<file path="config.mk">
export PLATFORM = sky130hd
export DESIGN_NAME = tp_fifo_ctrl
export DESIGN_NICKNAME = d
export VERILOG_FILES = /design/src/rtl/tp_fifo_ctrl.sv
export SDC_FILE = /design/constraint.sdc
export NUM_CORES = 1
export LEC_CHECK = 0
export ABC_CLOCK_PERIOD_IN_PS = 5000
export BUFFER_PORTS_ARGS = -buffer_cell sky130_fd_sc_hd__buf_4
export CAP_MARGIN = 20
export CORE_UTILIZATION = 40
export DETAILED_ROUTE_END_ITERATION = 8
export PLACE_DENSITY = 0.66
export SKIP_LAST_GASP = 1
export SYNTH_ARGS = -nofsm -noshare
export SYNTH_HDL_FRONTEND = slang
export SYNTH_SLANG_ARGS = --single-unit
</file>
<file path="constraint.sdc">
create_clock -name clk -period 5 [get_ports clk]
set_clock_uncertainty 0.15 [all_clocks]
set_input_delay 1.5 -clock clk [delete_from_list [all_inputs] [get_ports clk]]
set_output_delay 1.5 -clock clk [all_outputs]
set_load 0.005 [all_outputs]
</file>
<file path="src/rtl/tp_fifo_ctrl.sv">
// Single-clock FIFO controller in front of a 1-cycle-latency SRAM macro.
// A 2-entry prefetch buffer makes the pop side first-word-fall-through.
module tp_fifo_ctrl #(
  parameter int MEM_DEPTH  = 12,
  parameter int ADDR_WIDTH = 4,
  parameter int DATA_WIDTH = 10
) (
  input  logic                  clk,
  input  logic                  rst_n,
  input  logic                  wr_valid,
  output logic                  wr_ready,
  input  logic [DATA_WIDTH-1:0] wr_data,
  output logic                  rd_valid,
  input  logic                  rd_ready,
  output logic [DATA_WIDTH-1:0] rd_data,
  output logic [ADDR_WIDTH:0]   fifo_cnt,
  output logic                  mem_ceab,
  output logic                  mem_weab,
  output logic [ADDR_WIDTH-1:0] mem_addra,
  output logic [DATA_WIDTH-1:0] mem_din,
  output logic [DATA_WIDTH-1:0] mem_bwab,
  output logic                  mem_cebb,
  output logic                  mem_rebb,
  output logic [ADDR_WIDTH-1:0] mem_addrb,
  input  logic [DATA_WIDTH-1:0] mem_dout
);

  localparam logic [ADDR_WIDTH-1:0] LAST_ADDR = ADDR_WIDTH'(MEM_DEPTH - 1);
  localparam logic [ADDR_WIDTH:0]   DEPTH     = (ADDR_WIDTH + 1)'(MEM_DEPTH);

  logic [ADDR_WIDTH-1:0] wptr, rptr;
  logic [ADDR_WIDTH:0]   sram_cnt;
  logic                  inflight;
  logic [1:0]            buf_cnt, nxt_cnt;
  logic [DATA_WIDTH-1:0] head_q, tail_q, nxt_head, nxt_tail;
  logic [1:0]            occ;
  logic                  push, pop, issue;

  assign wr_ready = (sram_cnt < DEPTH);
  assign push     = wr_valid & wr_ready & rst_n;
  assign rd_valid = (buf_cnt != 2'd0);
  assign pop      = rd_valid & rd_ready;
  assign rd_data  = head_q;

  // Slots already committed to the buffer after this cycle's pop; never exceeds 2.
  assign occ   = buf_cnt + 2'(inflight) - 2'(pop);
  assign issue = (sram_cnt != '0) && (occ < 2'd2);

  assign fifo_cnt = sram_cnt + (ADDR_WIDTH + 1)'(inflight) + (ADDR_WIDTH + 1)'(buf_cnt);

  assign mem_ceab  = ~push;
  assign mem_weab  = ~push;
  assign mem_addra = wptr;
  assign mem_din   = wr_data;
  assign mem_bwab  = '0;
  assign mem_cebb  = ~issue;
  assign mem_rebb  = ~issue;
  assign mem_addrb = rptr;

  // Pop shifts first, then the returning SRAM word lands in the first free slot.
  always_comb begin
    nxt_cnt  = buf_cnt;
    nxt_head = head_q;
    nxt_tail = tail_q;
    if (pop) begin
      nxt_head = tail_q;
      nxt_cnt  = buf_cnt - 2'd1;
    end
    if (inflight) begin
      if (nxt_cnt == 2'd0) begin
        nxt_head = mem_dout;
      end else begin
        nxt_tail = mem_dout;
      end
      nxt_cnt = nxt_cnt + 2'd1;
    end
  end

  always_ff @(posedge clk or negedge rst_n) begin
    if (!rst_n) begin
      wptr     <= '0;
      rptr     <= '0;
      sram_cnt <= '0;
      inflight <= 1'b0;
      buf_cnt  <= 2'd0;
      head_q   <= '0;
      tail_q   <= '0;
    end else begin
      if (push) begin
        wptr <= (wptr == LAST_ADDR) ? '0 : wptr + 1'b1;
      end
      if (issue) begin
        rptr <= (rptr == LAST_ADDR) ? '0 : rptr + 1'b1;
      end
      sram_cnt <= sram_cnt + (ADDR_WIDTH + 1)'(push) - (ADDR_WIDTH + 1)'(issue);
      inflight <= issue;
      buf_cnt  <= nxt_cnt;
      head_q   <= nxt_head;
      tail_q   <= nxt_tail;
    end
  end

endmodule

</file>
-- Word level (Yosys, flattened, before mapping)
Index checks and enable logic that the tools add are counted.
- memory bits (writable): 0
- memories: 0
- ROM bits: 0
- output and inout bits: 49
- latch bits: 0
- input port bits: 24
- bits in registers: 36
- word-level logic and storage cells: 39
- reductions and logical operators: 5
- eq/ne operators: 2
- shifts and indexed selects: 0
- mux-type cells: 7
- $lt $le $gt $ge: 2
- multipliers: 0
- div/mod/pow operators: 0
- bitwise operators: 6
- add/subtract/negate cells: 10
- operators by type and width (operator ; count):
    $mux 10 ; 3
    $add 5x1->5 ; 2
    $add 4x1->4 const B ; 2
    $eq 4x4->1 const B ; 2
    $mux 4 ; 2
    $add 5x2->5 ; 1
    $lt 5x4->1 const B ; 1
    $reduce_bool 5->1 ; 1
    $sub 5x1->5 ; 1
    $mux 2 ; 2
    $and 1x1->1 ; 3
    $not 1->1 ; 3
    $add 2x1->2 ; 1
    $add 2x1->2 const B ; 1
    $logic_not 2->1 ; 1
    $lt 2x2->1 const B ; 1
    $reduce_and 2->1 ; 1
    $reduce_bool 2->1 ; 1
    $sub 2x1->2 ; 1
    $sub 2x1->2 const B ; 1
    $logic_and 1x1->1 ; 1

-- Depth between registers and ports, before layout
Gate-level depths: netlist of the first run.
- depth after elaboration: 6
- gate-level depth with buffers: 16
- gate-level depth less buffers: 15

-- Worst setup path before layout of the first run
No wires, ideal clock.
- path type: input-to-output
- start point: input port rd_ready
- end point: output port mem_rebb
- arrival: 2.909 ns
- buffers on the path: 2
- cell stages on the path: 9
- required time: 3.350 ns
- slack: 0.441 ns
- cell sequence: nand2b_1 -> buf_2 -> inv_1 -> ha_1 -> inv_1 -> ha_1 -> xnor3_2 -> nand2_4 -> buf_4
- longest elaborated chain between the ends: 5
- ends and longest elaborated chain (item ; line ; RTL):
    start, declared ; 14 ; input logic rd_ready,
    $and 1x1->1 ; 42 ; assign pop = rd_valid & rd_ready;
    $sub 2x1->2 ; 46 ; assign occ = buf_cnt + 2'(inflight) - 2'(pop);
    $lt 2x2->1 ; 47 ; assign issue = (sram_cnt != '0) && (occ < 2'd2);
    $logic_and 1x1->1 ; 47 ;
    $not 1->1 ; -- ;
    end, declared ; 23 ; output logic mem_rebb,
Every way passes these cells.

-- Final worst setup path of the first run
- start point: input port rd_ready
- end point: output port mem_cebb
- longest elaborated chain between the ends: 5
- ends and longest elaborated chain (item ; line ; RTL):
    $and 1x1->1 ; 42 ;
    $sub 2x1->2 ; 46 ;
    $lt 2x2->1 ; 47 ;
    $logic_and 1x1->1 ; 47 ;
    $not 1->1 ; 56 ; assign mem_cebb = ~issue;
    end, declared ; 22 ; output logic mem_cebb,
Every way passes these cells.

==> results of run 1 <==
[cell type report]
type	count	area, sq um	share of cell area, %
inverters	17	66.3	2.74
flip-flops and latches	36	901	37.2
clock inverters	1	7.51	0.310
clock buffers	7	86.3	3.56
repair buffers	44	330	13.6
multi-input cells	115	948	39.1
well taps	67	83.8	3.46
[Yosys cell counts (all sizes together)]
cell	count	area share (%)
nor2b	1	0.30
nand2b	1	0.30
clkbuf	3	0.55
or4b	1	0.67
o21ai	12	2.9
o21bai	1	0.36
xnor2	3	1.3
a21oi	3	0.73
nand2	16	3.3
mux2	16	9.1
inv	17	3.2
and2	1	0.30
nor3	2	0.49
a21o	1	0.36
conb	1	0.18
a31o	1	0.42
xnor3	1	1.2
a221o	2	0.97
xor2	4	1.7
buf	23	8.2
o2111ai	1	0.42
and3	3	0.91
dfrtp	36	44
nor2	3	0.67
fa	3	2.9
mux2i	10	4.9
nand4	1	0.30
a31oi	3	0.91
o211ai	1	0.36
ha	14	8.5
[worst max-delay path by stage]
| stage | startpoint | endpoint | slack, ns |
|---|---|---|---|
| after floorplan | rd_ready | mem_rebb | 0.44 |
| after global placement | rd_ready | mem_cebb | 0.60 |
| after detailed placement | rd_ready | mem_cebb | 0.56 |
| after CTS | rd_ready | mem_cebb | 0.55 |
| after global routing | rd_ready | mem_rebb | 0.46 |
| final | rd_ready | mem_cebb | 0.56 |
[layer usage]
metal,track usage (%),vias up,part of all wire (%)
met5,0,-,0
met4,5.98,0,1.5
met3,3.70,5,3.7
met2,21.4,28,51
met1,17.2,637,44
li1,-,659,-
[kinds of logic after synthesis]
group / count (synthesis) / synth area share [%]
AO/OA/AOI/OAI: 25 / 7.46
XOR/XNOR: 8 / 4.12
adder cells (fa/ha/maj): 17 / 11.4
buffers and inverters: 43 / 12.0
flip-flops: 36 / 43.7
multiplexers: 26 / 13.9
other: 1 / 0.182
AND/OR/NAND/NOR: 29 / 7.22
[power breakdown]
group	total (uW)	switching [uW]	internal (uW)
registers	584	124	459
clock network	209	97.5	112
logic	1120	501	621
total	1910	723	1190
[stage by stage]
| stage | util [%] | instances | total power (uW) | cell area, sq um | hold slack, ns |
|---|---|---|---|---|---|
| after global routing | 50.0 | 287 | 2120 | 2420 | 0.373 |
| after CTS | 50.0 | 287 | 1950 | 2420 | 0.363 |
| final | 50.0 | 287 | 1910 | 2420 | 0.358 |
| after detailed placement | 48.1 | 279 | 1730 | 2330 | 0.347 |
| after floorplan | - | 194 | 1350 | 2100 | 0.330 |
| after global placement | 48.1 | 279 | 1700 | 2330 | 0.340 |
[registers in the layout (all words and copies together), names as in the netlist]
register / flops
mem_addra: 4
inflight: 1
sram_cnt: 5
buf_cnt: 2
mem_addrb: 4
rd_data: 10
tail_q: 10
==> impl_metrics.ini, run 1 <==
[synth]
ys_types = 35
ys_seq_area_share_pct = 43.7
ys_ff_latch = 36
ys.warnings.count = 0
synthCells = 185
syn_area_sq_um = 2060
syn_area_per_cell_sq_um = 11.2

[clock_tree]
clk_pin_slew_ns = 0.07
cts_buffers = 5
cts-root-buf = clkbuf_8
cts-resized-gates = 0
htree_levels = 2
post_cts_buffers = 0
cts.sinks = 36
cts_buffer_depth = 2
clock_latency_ns = 0.28
tritoncts = built
hold_buffers = 0

[worst_setup_path]
reg2reg_from = buf_cnt[1]
crit_slowest_cell = xnor3_2
critical_path.max_fanout = 4
worstSetupPathDepth = 9
cp_num_buf_inv = 4
path_class = primary input to output pin
path_delay_family = adder cells
max_stage_delay_ns = 0.31
timing.rr.end = sram_cnt[4]
r2r_cells = 15
rrSetupSlack_ns = 1.87
end_kind = output pin
arrival_ns = 2.79
path_cells = buf_4 > nand2b_1 > inv_1 > ha_1 > inv_1 > ha_1 > xnor3_2 > nand2_4 > buf_4
cp-start-kind = primary input
worstPathRequired_ns = 3.35

[place]
io_buffer_count = 42
post-place-ws_ns = 0.562
hpwlAfterDp_um = 2460
gp_congestion = 0.702

[hold_path]
min_from = tail_q[8]
hold_class = register to register
whs_path_depth = 1
min_to = tail_q[8]

[route]
vias_per_cell = 4.63
wirelength_um = 3330
postRouteAntennaNets = 0
drc = 0
drtIter0Drc = 59
wl_per_cell_um = 11.6
dr.pass1.iters = 4
vias = 1329

[pwr]
p_leak_uw = 0.00121
p_per_area_nw_per_um2 = 790
ir_drop_mv = 0.358

[global_routing]
overflow = 0
grt_pass1_wl_um = 5480
grt_use_total_pct = 13.5
grt_pass1_vias = 1232
antenna_found_initial = 0
grt_max_degree = 39

[sta]
period_needed_ns = 4.44
worst-slew-pin-transition_ns = 0.577
finalHoldViolCount = 0
relSlewSlack_pct = 61.5
clock.fmax_ghz = 0.225
maxSlewViolCount = 0
tns_ns = 0
finalSetupViolCount = 0
fin_crit_sh_pct = 88.7
rsz0062_at_grt = false
worst_slack_ns = 0.563

[floorplan]
rows = 25
die-area_sq_um = 5450
ioPinCount = 73
fp.coreArea_sq_um = 4850
initial_core_util_pct = 42.6
die_h_um = 73.8
die_x_um = 73.8

[outcome]
status = complete, no violations

[cells_and_area]
n_antenna_cell = 0
areaGrowthSynthToFinish_pct = 17.5
layout_commonest_cell = buf_4
final_cell_mix = buf_4 (44), dfrtp_1 (36), inv_1 (16)
fill_cells = 450
fin_nets = 260
layout-drive-gt1-share_pct = 33.2

[job]
maxCapViolations = 0
Power figures use the tool's default switching activity.
==> inputs of run 2 (changes only) <==
==> constraint.sdc (replaced) <==
create_clock -name clk -period 5 [get_ports clk]
set_clock_uncertainty 0.15 [all_clocks]
set_input_delay 0.25 -clock clk [delete_from_list [all_inputs] [get_ports clk]]
set_output_delay 0.25 -clock clk [all_outputs]
set_load 0.005 [all_outputs]
==> run 2 against run 1 <==
  * Cell area grew 0.21%
  * Routed wire length grew 2.1%
  * Register-to-register slack lost 0.18 ns
  * Final cell count shrank 0.35%
  * Sequential share of layout area shrank 0.077 points
  * First-iteration DRC count shrank 42%
  * Clock power grew 4%
  * Largest cell class unchanged
  * Largest power group unchanged
  * Count of clock-buffer cells in the layout is the same
  * Total power grew 0.78%
  * Critical path type is now register to register
==> impl_metrics.ini, run 2 (synthesis results as in run 1) <==
[route]
wl_met1_um = 1520
maxUsedRoutingLayer = met4
vias_per_cell = 4.65
drtIter0Drc = 34
met2_length_um = 1650
vias = 1329
drc = 0
dr_wl_met3_um = 166
wl_per_cell_um = 11.9
dr.pass1.iters = 4
postRouteAntennaNets = 0
wirelength_um = 3400

[clock_tree]
cts_buffers = 5
clk_pin_slew_ns = 0.07
cts_buffer_depth = 2
cts-resized-gates = 0
cts-root-buf = clkbuf_8
clock_latency_ns = 0.28
hold_buffers = 1
tritoncts = built
htree_levels = 2
cts.sinks = 36
post_cts_buffers = 0

[cells_and_area]
layout_commonest_cell = buf_4
areaGrowthSynthToFinish_pct = 17.7
final_cell_mix = buf_4 (43), dfrtp_1 (36), inv_1 (16)
final_util_pct = 50.1
fin_nets = 260
n_antenna_cell = 0
layout-drive-gt1-share_pct = 32.9

[floorplan]
die-area_sq_um = 5450
initial_core_util_pct = 42.6
ioPinCount = 73
fp.coreArea_sq_um = 4850
rows = 25
die_x_um = 73.8
die_h_um = 73.8

[sta]
clock.fmax_ghz = 0.302
relSlewSlack_pct = 60.7
rsz0062_at_grt = false
worst-slew-pin-transition_ns = 0.589
fin_crit_sh_pct = 66.2
tns_ns = 0
maxSlewViolCount = 0
timing.hold.ws_ns = 0.0237
finalHoldViolCount = 0
finalSetupViolCount = 0
period_needed_ns = 3.31

[worst_setup_path]
crit_end = sram_cnt[4]
arrival_ns = 3.33
cp-start-kind = register
worstPathRequired_ns = 5.02
critPathLaunch = buf_cnt[1]
critical_path.max_fanout = 12
timing.rr.end = sram_cnt[4]
path_class = register to register
rrSetupSlack_ns = 1.69
end_kind = register
r2r_cells = 16
reg2reg_from = buf_cnt[1]

[global_routing]
antenna_found_initial = 0
grt_pass1_wl_um = 5800
grt_use_total_pct = 14.3
grt_max_degree = 40
grt_pass1_vias = 1263
overflow = 0

[job]
maxCapViolations = 0

[place]
io_buffer_count = 42
gp_congestion = 0.754
hpwlAfterDp_um = 2440

[hold_path]
hold_class = primary input to register

[pwr]
p_leak_uw = 0.00122
p_per_area_nw_per_um2 = 795
ir_drop_mv = 0.341

[outcome]
status = complete, no violations
==> run 2: changes by cell type in the layout (fill, tap and decap cells not counted) <==
cell / before / now
clkbuf_8: 6 / 7
clkinvlp_4: 1 / 0
clkbuf_1: 1 / 0
dlygate4sd3_1: 0 / 1
buf_4: 44 / 43
==> run 2: how the worst min path moves through the flow <==
stage          depth (start not counted)           end  slack [ns]   startpoint
2_1_floorplan                          0    buf_cnt[0]       -0.20        rst_n
3_5_place_dp                           1  mem_addra[1]         0.1        rst_n
5_1_grt                                3    rd_data[4]        0.03  mem_dout[4]
6_report                               3    rd_data[7]        0.02  mem_dout[7]
4_1_cts                                3    rd_data[7]        0.02  mem_dout[7]
3_3_place_gp                           1  mem_addra[1]         0.1        rst_n
==> run 2: power breakdown <==
group          switching [uW]  internal, uW  leakage, uW
Clock                    95.1           123    0.0000503
Combinational             501           626     0.000740
Sequential                126           459     0.000425
Total                     722          1210      0.00122
==> run 2: area by class of cell <==
class	instances	area [sq um]
repair buffers	44	333
fillers	451	2420
flip-flops and latches	36	901
well taps	67	83.8
clock buffers	7	96.3
inverters	17	66.3
multi-input cells	115	948
==> run 2: layer usage <==
metal  vias to the layer above  global-route usage (%)
li1                        661                       -
met1                       634                    17.8
met2                        29                    22.8
met3                         5                    4.25
met4                         0                    6.62
met5                         -                       0
==> run 2: metrics by stage <==
step | total power [uW] | area (sq um) | cells | setup WS [ns]
floorplan | 1350 | 2100 | 194 | 1.75
global placement | 1710 | 2320 | 278 | 1.76
detailed placement | 1720 | 2320 | 278 | 1.67
CTS | 1960 | 2430 | 286 | 1.66
global route | 2130 | 2430 | 286 | 1.47
finish | 1930 | 2430 | 286 | 1.69
==> run 2: critical path, cell delays in order, from the launching register on <==
cell	delay (ns)
dfrtp_1	0.43
inv_1	0.09
ha_1	0.16
nand2b_1	0.10
buf_4	0.22
inv_1	0.06
ha_1	0.29
inv_1	0.05
ha_1	0.17
xnor3_2	0.28
nand2_4	0.09
xnor2_1	0.13
ha_1	0.21
fa_1	0.40
a21oi_1	0.15
o21bai_1	0.08
xor2_1	0.14
==> inputs of run 3 (changes only) <==
ABC_CLOCK_PERIOD_IN_PS = 2800   (was 5000)
PLACE_DENSITY = 0.69   (was 0.66)
clock period = 2.8 ns   (was 5 ns; I/O delays follow)
==> run 3 against run 2 <==
  * The run now ends with setup timing left
  * Sequential power up 79%
  * Non-clock buffer count up 20
  * Combinational power up 120%
  * Sequential share of layout area down 3.4 points
  * Die area unchanged
  * Global-route usage up 0.40 points
  * Count of clock-buffer cells in the layout unchanged
  * Final cell count up 7.3%
  * Setup slack worse by 1.7 ns
  * Total power up 100%
  * Maximum frequency up 17%
  * Critical path type unchanged
  * Critical endpoint unchanged
==> impl_metrics.ini, run 3 (synthesis results as in run 1) <==
[worst_setup_path]
path_class = register to register
arrival_ns = 2.85
r2r_cells = 15
max_stage_delay_ns = 0.39
critical_path.max_fanout = 3
cp_num_buf_inv = 3
crit_slowest_cell = dfrtp_1
path_delay_family = adder cells
worstPathRequired_ns = 2.82
reg2reg_from = buf_cnt[1]
timing.rr.end = sram_cnt[4]
end_kind = register
cp-start-kind = register
rrSetupSlack_ns = -0.03
crit_path_frequent_cell = ha_4
path_cells = inv_2 > ha_4 > nand2b_4 > inv_4 > ha_4 > inv_2 > ha_4 > xnor3_2 > nand2_4 > xnor2_2 > ha_2 > fa_2 > a21oi_2 > o21bai_1 > xor2_1

[floorplan]
fp.coreArea_sq_um = 4850
rows = 25
initial_core_util_pct = 42.6
die_x_um = 73.8
die_h_um = 73.8
ioPinCount = 73
die-area_sq_um = 5450

[sta]
worst_slack_ns = -0.0338
fin_crit_sh_pct = 101
maxSlewViolCount = 0
worst-slew-pin-transition_ns = 0.604
clock.fmax_ghz = 0.353
period_needed_ns = 2.83
finalHoldViolCount = 0
relSlewSlack_pct = 59.7
timing.hold.ws_ns = 0.0587
tns_ns = -0.0338
finalSetupViolCount = 1
rsz0062_at_grt = true

[place]
post-place-ws_ns = -0.0604
gp_congestion = 0.769
io_buffer_count = 42
hpwlAfterDp_um = 2600

[clock_tree]
cts_buffer_depth = 2
cts_buffers = 5
clk_pin_slew_ns = 0.07
cts.sinks = 36
clock_latency_ns = 0.28
cts-root-buf = clkbuf_8
tritoncts = built
htree_levels = 2

[global_routing]
antenna_found_initial = 0
grt_pass1_vias = 1257
grt_use_total_pct = 14.7
grt_max_degree = 39
overflow = 0
grt_pass1_wl_um = 5960

[hold_path]
min_from = wr_valid
hold_class = primary input to register
whs_path_depth = 3
min_to = mem_addra[3]

[outcome]
violations = setup timing
status = finished, violations left

[pwr]
ir_drop_mv = 0.719
p_per_area_nw_per_um2 = 1440
p_leak_uw = 0.00130
finalPower_uw = 3850

[cells_and_area]
areaGrowthSynthToFinish_pct = 29.8
layout_commonest_cell = buf_4
final_cell_mix = buf_4 (52), dfrtp_1 (36), mux2_2 (14), nand2_1 (14)
fill_cells = 431
final_util_pct = 55.2
fin_nets = 280
layout-drive-gt1-share_pct = 40.0
n_antenna_cell = 0

[route]
postRouteAntennaNets = 0
dr.pass1.iters = 4
wirelength_um = 3760
vias_per_cell = 4.58
drc = 0
drtIter0Drc = 38
wl_per_cell_um = 12.2
vias = 1405

[job]
maxCapViolations = 0
run 3: how the worst max path moves through the flow:
stage               cells past startpoint  slack (ns)          end        from
floorplan                              16       -0.18  sram_cnt[4]  buf_cnt[1]
global placement                       15        0.03  sram_cnt[4]  buf_cnt[1]
detailed placement                     15       -0.06  sram_cnt[4]  buf_cnt[1]
CTS                                    15       -0.07  sram_cnt[4]  buf_cnt[1]
global route                           15       -0.17  sram_cnt[4]  buf_cnt[1]
finish                                 15       -0.03  sram_cnt[4]  buf_cnt[1]
run 3: where the power goes:
| group | internal, uW | switching, uW |
|---|---|---|
| Clock | 200 | 179 |
| Sequential | 820 | 226 |
| Combinational | 1380 | 1040 |
run 3: layout make-up:
| class | count | area, sq um | area share, % |
|---|---|---|---|
| Clock buffer | 7 | 86.3 | 3.22 |
| Timing Repair Buffer | 64 | 512 | 19.1 |
| Inverter | 17 | 71.3 | 2.66 |
| Tap cell | 67 | 83.8 | 3.13 |
| Sequential cell | 36 | 901 | 33.6 |
| Clock inverter | 1 | 7.51 | 0.280 |
| Multi-Input combinational cell | 115 | 1020 | 37.9 |
run 3: through the flow:
| stage | cell area, sq um | cells |
|---|---|---|
| after detailed placement | 2420 | 285 |
| final | 2680 | 307 |
| after CTS | 2620 | 304 |
| after global placement | 2420 | 285 |
| after global routing | 2680 | 307 |
| after floorplan | 2150 | 194 |
run 3: metal layers:
layer  wire length [um]  vias up  global-route usage [%]
met1               1690      675                    19.5
met3                165        2                    3.98
li1                   -      700                       -
met2               1860       28                    23.0
met5                  0        -                       0
met4                 38        0                    5.34
run 3: timing repair:
action | CTS | global route
pin swaps | 0 | 2
buffers inserted | 0 | 3
gates resized for setup | 0 | 7
endpoints found under the hold margin | 56 | 0
endpoints found under the setup margin | 1 | 3
hold buffers | 11 | 0
run 3: worst min-delay path, delay by kind of cell:
kind,cells,cell delay [ns]
AO/OA/AOI/OAI,2,0.21
buffers and inverters,1,0.12
